[src/rtl/tlk2711_regif_pkg.sv]
// Shared definitions for the TLK2711 AXI4-Lite register bridge.
package tlk2711_regif_pkg;

    localparam int REG_ADDR_W = 16;
    localparam int REG_DATA_W = 64;

    localparam logic [1:0] RESP_OKAY   = 2'b00;
    localparam logic [1:0] RESP_SLVERR = 2'b10;

    typedef enum logic [1:0] {
        W_IDLE,
        W_ISSUE,
        W_RESP
    } w_state_t;

    typedef enum logic [1:0] {
        R_IDLE,
        R_ISSUE,
        R_WAIT,
        R_RESP
    } r_state_t;

endpackage

[src/rtl/tlk2711_axil_regif.sv]
// AXI4-Lite slave that turns PS register accesses into the TLK2711 strobe/address/data
// register bus; one outstanding write and one outstanding read, write-first on collision.
module tlk2711_axil_regif
    import tlk2711_regif_pkg::*;
#(
    parameter int AXIL_ADDR_WIDTH = 16,
    parameter int DATA_WIDTH      = 64,
    parameter int RD_LATENCY      = 1
) (
    input  logic                         clk,
    input  logic                         rst,
    input  logic                         s_axi_awvalid,
    output logic                         s_axi_awready,
    input  logic [AXIL_ADDR_WIDTH-1:0]   s_axi_awaddr,
    input  logic                         s_axi_wvalid,
    output logic                         s_axi_wready,
    input  logic [DATA_WIDTH-1:0]        s_axi_wdata,
    input  logic [DATA_WIDTH/8-1:0]      s_axi_wstrb,
    output logic                         s_axi_bvalid,
    input  logic                         s_axi_bready,
    output logic [1:0]                   s_axi_bresp,
    input  logic                         s_axi_arvalid,
    output logic                         s_axi_arready,
    input  logic [AXIL_ADDR_WIDTH-1:0]   s_axi_araddr,
    output logic                         s_axi_rvalid,
    input  logic                         s_axi_rready,
    output logic [DATA_WIDTH-1:0]        s_axi_rdata,
    output logic [1:0]                   s_axi_rresp,
    output logic                         o_reg_wen,
    output logic [REG_ADDR_W-1:0]        o_reg_waddr,
    output logic [REG_DATA_W-1:0]        o_reg_wdata,
    output logic                         o_reg_ren,
    output logic [REG_ADDR_W-1:0]        o_reg_raddr,
    input  logic [REG_DATA_W-1:0]        i_reg_rdata,
    output logic [15:0]                  o_err_cnt
);

    // RD_LATENCY is 1..4, so the wait counter never exceeds 3.
    localparam logic [2:0] LAT_LAST = 3'(RD_LATENCY - 1);

    w_state_t                w_state, w_next;
    logic                    aw_held, w_held, aw_held_next, w_held_next;
    logic [REG_ADDR_W-1:0]   aw_addr;
    logic [DATA_WIDTH-1:0]   w_data;
    logic [DATA_WIDTH/8-1:0] w_strb;
    logic                    aw_hs, w_hs, wr_ok, wr_err;

    r_state_t                r_state, r_next;
    logic [REG_ADDR_W-1:0]   ar_addr;
    logic [2:0]              lat_cnt;
    logic                    ar_hs, rd_misaligned, rd_err, lat_done;

    logic [1:0]              err_inc;
    logic [16:0]             err_sum;

    assign aw_hs  = s_axi_awvalid & s_axi_awready;
    assign w_hs   = s_axi_wvalid & s_axi_wready;
    assign wr_ok  = (aw_addr[2:0] == 3'b000) && (&w_strb);
    assign wr_err = (w_state == W_ISSUE) && !wr_ok;

    assign o_reg_wen   = (w_state == W_ISSUE) && wr_ok;
    assign o_reg_waddr = aw_addr;
    assign o_reg_wdata = w_data;

    // NOTE: every signal assigned in always_comb gets a default first, so no path can infer a latch.
    always_comb begin
        w_next       = w_state;
        aw_held_next = aw_held;
        w_held_next  = w_held;
        case (w_state)
            W_IDLE: begin
                aw_held_next = aw_held | aw_hs;
                w_held_next  = w_held | w_hs;
                if (aw_held_next && w_held_next) w_next = W_ISSUE;
            end
            W_ISSUE: begin
                w_next       = W_RESP;
                aw_held_next = 1'b0;
                w_held_next  = 1'b0;
            end
            W_RESP:  if (s_axi_bvalid && s_axi_bready) w_next = W_IDLE;
            default: w_next = W_IDLE;
        endcase
    end

    // NOTE: sequential state uses non-blocking assignments so every flop samples pre-edge values.
    always_ff @(posedge clk or posedge rst) begin
        if (rst) begin
            w_state       <= W_IDLE;
            aw_held       <= 1'b0;
            w_held        <= 1'b0;
            s_axi_awready <= 1'b0;
            s_axi_wready  <= 1'b0;
            aw_addr       <= '0;
            w_data        <= '0;
            w_strb        <= '0;
            s_axi_bvalid  <= 1'b0;
            s_axi_bresp   <= RESP_OKAY;
        end else begin
            w_state       <= w_next;
            aw_held       <= aw_held_next;
            w_held        <= w_held_next;
            s_axi_awready <= (w_next == W_IDLE) && !aw_held_next;
            s_axi_wready  <= (w_next == W_IDLE) && !w_held_next;
            if (aw_hs) aw_addr <= s_axi_awaddr[REG_ADDR_W-1:0];
            if (w_hs) begin
                w_data <= s_axi_wdata;
                w_strb <= s_axi_wstrb;
            end
            if (w_state == W_ISSUE) begin
                s_axi_bvalid <= 1'b1;
                s_axi_bresp  <= wr_ok ? RESP_OKAY : RESP_SLVERR;
            end else if (s_axi_bvalid && s_axi_bready) begin
                s_axi_bvalid <= 1'b0;
            end
        end
    end

    assign ar_hs         = s_axi_arvalid & s_axi_arready;
    assign rd_misaligned = (ar_addr[2:0] != 3'b000);
    assign rd_err        = (r_state == R_ISSUE) && rd_misaligned;
    assign lat_done      = (lat_cnt == LAT_LAST);

    // A read issue that lands on a write issue waits one cycle: write-first.
    assign o_reg_ren   = (r_state == R_ISSUE) && !rd_misaligned && (w_state != W_ISSUE);
    assign o_reg_raddr = ar_addr;

    always_comb begin
        r_next = r_state;
        case (r_state)
            R_IDLE:  if (ar_hs) r_next = R_ISSUE;
            R_ISSUE: begin
                if (rd_misaligned)       r_next = R_RESP;
                else if (o_reg_ren)      r_next = R_WAIT;
            end
            R_WAIT:  if (lat_done) r_next = R_RESP;
            R_RESP:  if (s_axi_rvalid && s_axi_rready) r_next = R_IDLE;
            default: r_next = R_IDLE;
        endcase
    end

    always_ff @(posedge clk or posedge rst) begin
        if (rst) begin
            r_state       <= R_IDLE;
            s_axi_arready <= 1'b0;
            ar_addr       <= '0;
            lat_cnt       <= '0;
            s_axi_rvalid  <= 1'b0;
            s_axi_rdata   <= '0;
            s_axi_rresp   <= RESP_OKAY;
        end else begin
            r_state       <= r_next;
            s_axi_arready <= (r_next == R_IDLE);
            if (ar_hs) ar_addr <= s_axi_araddr[REG_ADDR_W-1:0];
            lat_cnt <= (r_state == R_WAIT) ? lat_cnt + 3'd1 : 3'd0;
            if (rd_err) begin
                s_axi_rvalid <= 1'b1;
                s_axi_rdata  <= '0;
                s_axi_rresp  <= RESP_SLVERR;
            end else if ((r_state == R_WAIT) && lat_done) begin
                s_axi_rvalid <= 1'b1;
                s_axi_rdata  <= i_reg_rdata;
                s_axi_rresp  <= RESP_OKAY;
            end else if (s_axi_rvalid && s_axi_rready) begin
                s_axi_rvalid <= 1'b0;
            end
        end
    end

    // Both channels can fail in the same cycle, so the counter may step by two.
    assign err_inc = {1'b0, wr_err} + {1'b0, rd_err};
    assign err_sum = {1'b0, o_err_cnt} + {15'd0, err_inc};

    always_ff @(posedge clk or posedge rst) begin
        if (rst)             o_err_cnt <= '0;
        else if (err_sum[16]) o_err_cnt <= 16'hFFFF;
        else                 o_err_cnt <= err_sum[15:0];
    end

endmodule

[config.mk]
export PLATFORM = sky130hd
export DESIGN_NAME = tlk2711_axil_regif
export DESIGN_NICKNAME = d
export VERILOG_FILES = /design/src/rtl/tlk2711_regif_pkg.sv /design/src/rtl/tlk2711_axil_regif.sv
export SDC_FILE = /design/constraint.sdc
export NUM_CORES = 1
export LEC_CHECK = 0
export CAP_MARGIN = 20
export CORE_AREA = 2 2 140 142
export CTS_CLUSTER_SIZE = 12
export DETAILED_ROUTE_END_ITERATION = 8
export DIE_AREA = 0 0 142 144
export GPL_ROUTABILITY_DRIVEN = 0
export HOLD_SLACK_MARGIN = 0.03
export MAX_ROUTING_LAYER = met4
export PLACE_DENSITY = 0.81
export SETUP_SLACK_MARGIN = 0.02
export SLEW_MARGIN = 30
export SYNTH_ARGS = -nofsm -noshare
export SYNTH_HDL_FRONTEND = slang
export SYNTH_SLANG_ARGS = --single-unit
export TNS_END_PERCENT = 50
[constraint.sdc]
create_clock -name clk -period 11.3 [get_ports clk]
set_input_delay 2.26 -clock clk [delete_from_list [all_inputs] [get_ports clk]]
set_output_delay 2.26 -clock clk [all_outputs]
set_load 0.01 [all_outputs]
# [Word level (Yosys, flattened, before mapping)]
# Index checks and enable logic that the tools add are counted.
[totals] output_inout_bits=187 regBits=202 input_bits=175 elab_cells=82
[op_classes] add_sub_neg=3 bitwise=5 n_mux=23 n_eq_ne=6 reduce_logical=27
[op_table] op="two-way mux 64 bit" count=2
[op_table] op="two-way mux 2 bit" count=10
[op_table] op="adder 16 x 2 -> 17 bit" count=1
[op_table] op="two-way mux 16 bit" count=1
[op_table] op="logical AND 1 bit" count=12
[op_table] op="zero test 2 bit" count=4
[op_table] op="case mux 2 bit (4 select lines)" count=1
[op_table] op="AND reduction 8 bit" count=1
[op_table] op="equality test 2 bit, second input constant" count=3
[op_table] op="zero test 3 bit" count=2
[op_table] op="case mux 2 bit (3 select lines)" count=1
[op_table] op="nonzero test 3 bit" count=2
[op_table] op="two-way mux 1 bit" count=5
[op_table] op="equality test 2 x 1 -> 1 bit, second input constant" count=2
[op_table] op="zero test 1 bit" count=4
[op_table] op="case mux 1 bit (2 select lines)" count=2
[op_table] op="nonzero test 2 bit" count=2
[op_table] op="adder 3 x 1 -> 3 bit, second input constant" count=1
[op_table] op="bitwise AND 1 bit" count=3
[op_table] op="two-way mux 3 bit" count=1
[op_table] op="adder 1 x 1 -> 2 bit" count=1
[op_table] op="!= test 2 x 1 -> 1 bit, second input constant" count=1
[op_table] op="bitwise OR 1 bit" count=2

# [Depth between registers and ports, before layout]
[depth] word_depth=8 depth_mapped=9 depth_no_buf=8

# [Least setup slack after synthesis]
# OpenSTA, ideal clock, no wires.
[synth_timing] kind="reg2out" startpoint="register aw_addr[1], in the netlist o_reg_waddr[1]" endpoint="output port o_reg_wen" stages_incl_launch_ff=3 path_buffers=0 t_arrival_ns=1.215 slack_ns=7.825 path_cell_list="dfrtp_1 > or3_1 > nor4_1"
[synth_between] elab_chain_cells=3
[synth_rtl] item="start, declared" line_no="tlk2711_axil_regif.sv:43" source="logic [REG_ADDR_W-1:0] aw_addr;"
[synth_rtl] item="start signal, assigned" line_no="tlk2711_axil_regif.sv:105" source="if (aw_hs) aw_addr <= s_axi_awaddr[REG_ADDR_W-1:0];"
[synth_rtl] item="zero test 3 bit" line_no="tlk2711_axil_regif.sv:58" source="assign wr_ok = (aw_addr[2:0] == 3'b000) && (&w_strb);"
[synth_rtl] item="logical AND 1 bit" line_no="tlk2711_axil_regif.sv:58"
[synth_rtl] item="logical AND 1 bit" line_no="tlk2711_axil_regif.sv:61" source="assign o_reg_wen = (w_state == W_ISSUE) && wr_ok;"
[synth_rtl] item="end, declared" line_no="tlk2711_axil_regif.sv:29" source="output logic o_reg_wen,"
# Every way passes these cells.

# [Worst setup path in the final report]
[layout_timing] startpoint="register w_state[1]" endpoint="output port o_reg_wen"
[layout_between] elab_chain_cells=2
[layout_rtl] item="start, declared" line_no="tlk2711_axil_regif.sv:41" source="w_state_t w_state, w_next;"
[layout_rtl] item="start signal, assigned" line_no="tlk2711_axil_regif.sv:100" source="w_state <= w_next;"
[layout_rtl] item="equality test 2 x 1 -> 1 bit" line_no="tlk2711_axil_regif.sv:61"
[layout_rtl] item="logical AND 1 bit" line_no="tlk2711_axil_regif.sv:61"
# Every way passes these cells.

==> impl_metrics.tcl <==
set metrics [dict create \
    synth_compound_area_share_pct 5.98 \
    track_usage_pct 21.6 \
    cp.arrival_ns 2.27 \
    cts_tree "yes" \
    hold_viol_final 0 \
    drc 0 \
    p_per_area_nw_per_um2 274 \
    relSlewSlack_pct 40.3 \
    io_buffer_count 359 \
    slew_viol_final 0 \
    core-area_um2 19100 \
    crit_path_end_kind "output port" \
    worstSkewPairLatency_ns 0.43 \
    antenna_found_initial 0 \
    pin_count 362 \
    required_ns 9.04 \
    wl_um 21800 \
    vias 6245 \
    synth_flop_cell "dfrtp_1" \
    synth_seq_cells 200 \
    seq_area_frac_synth_pct 63.2 \
    post-route-min-period_ns 4.53 \
    synth_xor_area_share_pct 0.221 \
    hold_path.class "flip-flop to flip-flop" \
    die_w_um 142 \
    muxShareOfSynthArea_pct 15.2 \
    n_fill_cell 1496 \
    ant_nets 0 \
    crit_chain "nand2b_1 > nor4_1 > clkdlybuf4s50_1" \
    synthSimpleGateAreaFrac_pct 12.0 \
    area_delta_synth_final_pct 55.3 \
    cts.sinks 200 \
    outcome "finished, final reports clean" \
    cp_max_fo 6 \
    vias_per_cell 4.98 \
    start_util_pct 41.5 \
    mostFrequentLayoutCells "clkdlybuf4s50_1, dfrtp_1, nand2_1" \
    irDropWorstVdd_mv 0.124 \
    slowest_delay_ns 0.66 \
    dp_hpwl_um 15800 \
    ys_types 44 \
    drtIter0Drc 220 \
    clock_skew_ns 0.0132 \
    synth_adder_area_share_pct 0.726 \
    rows 51 \
    leakage_uw 0.00519 \
    grtUsageMet3_pct 6.82 \
    critPathBufInv 1 \
    cts_setup_buffers 0 \
    grt_pass1_vias 6234 \
    numCtsBuffers 17 \
    post-route-period-util_pct 40.1 \
    cpMaxStageDelayCell "clkdlybuf4s50_1" \
    dr.pass1.iters 4 \
    clk_path_buf_depth 2 \
    cts.repair.resized 0 \
    met2_usage_pct 35.2 \
    crit_type "flip-flop to output port" \
    rsz0062_at_grt "no" \
    busiest_layer "met2" \
    synth_area_leader_cell "dfrtp_1" \
    synth.top_cell.area_share_pct 63.2 \
    gr-total-overflow 0 \
    finalSetupViolCount 0 \
    synth-async-reset-ratio_pct 100 \
    setup_tns_ns 0 \
    nNetsFinal 1182 \
    wl_per_cell_um 17.4 \
    antennaDiodeCount 0 \
    synth_top_family_by_area "multiplexers" \
    hold_buffers 0 \
    grt_pass1_wl_um 33100 \
    totalPowerFinal_uw 3370 \
    cts_max_level 4 \
    syn_area_per_cell_um2 12.1 \
    ys_top_cells_by_area "dfrtp_1, mux2_2, nand2_1" \
    grt_max_degree 145 \
    synth_area_um2 7930 \
    drive_gt1_share_pct 15.1 \
    layout_commonest_cell "clkdlybuf4s50_1" \
    cts_root_buf "clkbuf_16" \
    use_met1_pct 25.8 \
    clkTransAtPathRegs_ns 0.08 \
    drv_cap 0 \
    fmax_ghz 0.221 \
    die_h_um 144 \
    cp-start-kind "flip-flop" \
    max_slew.worst_pin.slew_ns 0.894 \
    yosysWarnings 0 \
    dieArea_um2 20400 \
    synthCells 655 \
    synth_edf_count 0 \
    cpLargestDelayFamily "simple AND/OR/NAND/NOR gates" \
]
==> synthesized netlist by cell type, drive strengths merged (3+ instances only) <==
cell / number
a21oi: 68
buf: 28
clkbuf: 8
dfrtp: 200
ha: 3
inv: 9
mux2: 107
nand2: 143
nand2b: 5
nand3: 12
nand4: 8
nor2: 10
nor3: 4
nor4: 4
o21ai: 7
or3: 6
or4: 6
==> cell families (layout without fill, tap and decap cells) <==
logic type | Yosys count | in the layout
muxes | 107 | 107
and+or+nand+nor | 209 | 209
xor gates and xnor gates | 2 | 2
DFF | 200 | 200
AOI/OAI and AO/OA | 87 | 87
other | 1 | 2
buffers and inverters | 45 | 405
adders and majority gates | 4 | 4
==> metrics by stage <==
step | worst slack, ns | hold WS, ns | area [um2] | cells | utilization [%]
after global routing | 6.60 | 0.509 | 12300 | 1254 | 64.5
final | 6.77 | 0.466 | 12300 | 1254 | 64.5
after detailed placement | 6.91 | 0.460 | 11700 | 1222 | 61.5
after global placement | 6.92 | 0.447 | 11700 | 1221 | 61.4
after CTS | 6.71 | 0.471 | 12300 | 1254 | 64.5
after floorplan | 3.59 | 0.431 | 7930 | 656 | -
==> worst register-to-register path, delay by kind of cell, from the launching register on <==
| kind | cells | cell delay, ns |
|---|---|---|
| adder cells (fa/ha/maj) | 2 | 0.60 |
| flip-flops | 1 | 0.48 |
| AND/OR/NAND/NOR | 5 | 1.76 |
==> registers in the layout, indices dropped and copies added (netlist names), 2 cells and up <==
register,count
o_reg_waddr,16
o_reg_raddr,16
w_strb,8
o_err_cnt,16
o_reg_wdata,64
r_state,2
lat_cnt,3
s_axi_rdata,64
w_state,2
==> layout make-up <==
cell class | instances | area (um2) | share of cell area, %
Sequential cell | 200 | 5000 | 40.7
Clock buffer | 20 | 457 | 3.71
Timing Repair Buffer | 364 | 3640 | 29.6
Tap cell | 238 | 298 | 2.42
Inverter | 9 | 46.3 | 0.376
Clock inverter | 12 | 105 | 0.854
Multi-Input combinational cell | 411 | 2750 | 22.4
==> path summary, 6_finish.rpt <==
kind / from / to / slack (ns) / depth (start not counted)
max reg2reg: r_state[1]$_DFF_PP0_ / o_err_cnt[0]$_DFF_PP0_ / 8.42 / 7
min in group asynchronous: rst / o_reg_wdata[11]$_DFFE_PP0P_ / 2.37 / 2
max in group asynchronous: rst / s_axi_arready$_DFF_PP0_ / 7.62 / 3
max: w_state[1]$_DFF_PP0_ / o_reg_wen / 6.77 / 3
min reg2reg: lat_cnt[0]$_DFF_PP0_ / lat_cnt[0]$_DFF_PP0_ / 0.47 / 1
min: lat_cnt[0]$_DFF_PP0_ / lat_cnt[0]$_DFF_PP0_ / 0.47 / 1
==> per-layer routing <==
metal	up-vias	wire [um]	share of wire, %
li1	2942	-	-
met1	3024	8650	40
met2	244	11000	51
met3	35	1720	7.9
met4	0	402	1.8
met5	-	0	0
==> power by group <==
part | internal (uW) | switching (uW)
clock network | 301 | 282
logic | 875 | 674
registers | 1050 | 189
total | 2220 | 1150
Note: power is estimated with default switching activity, not from simulation.
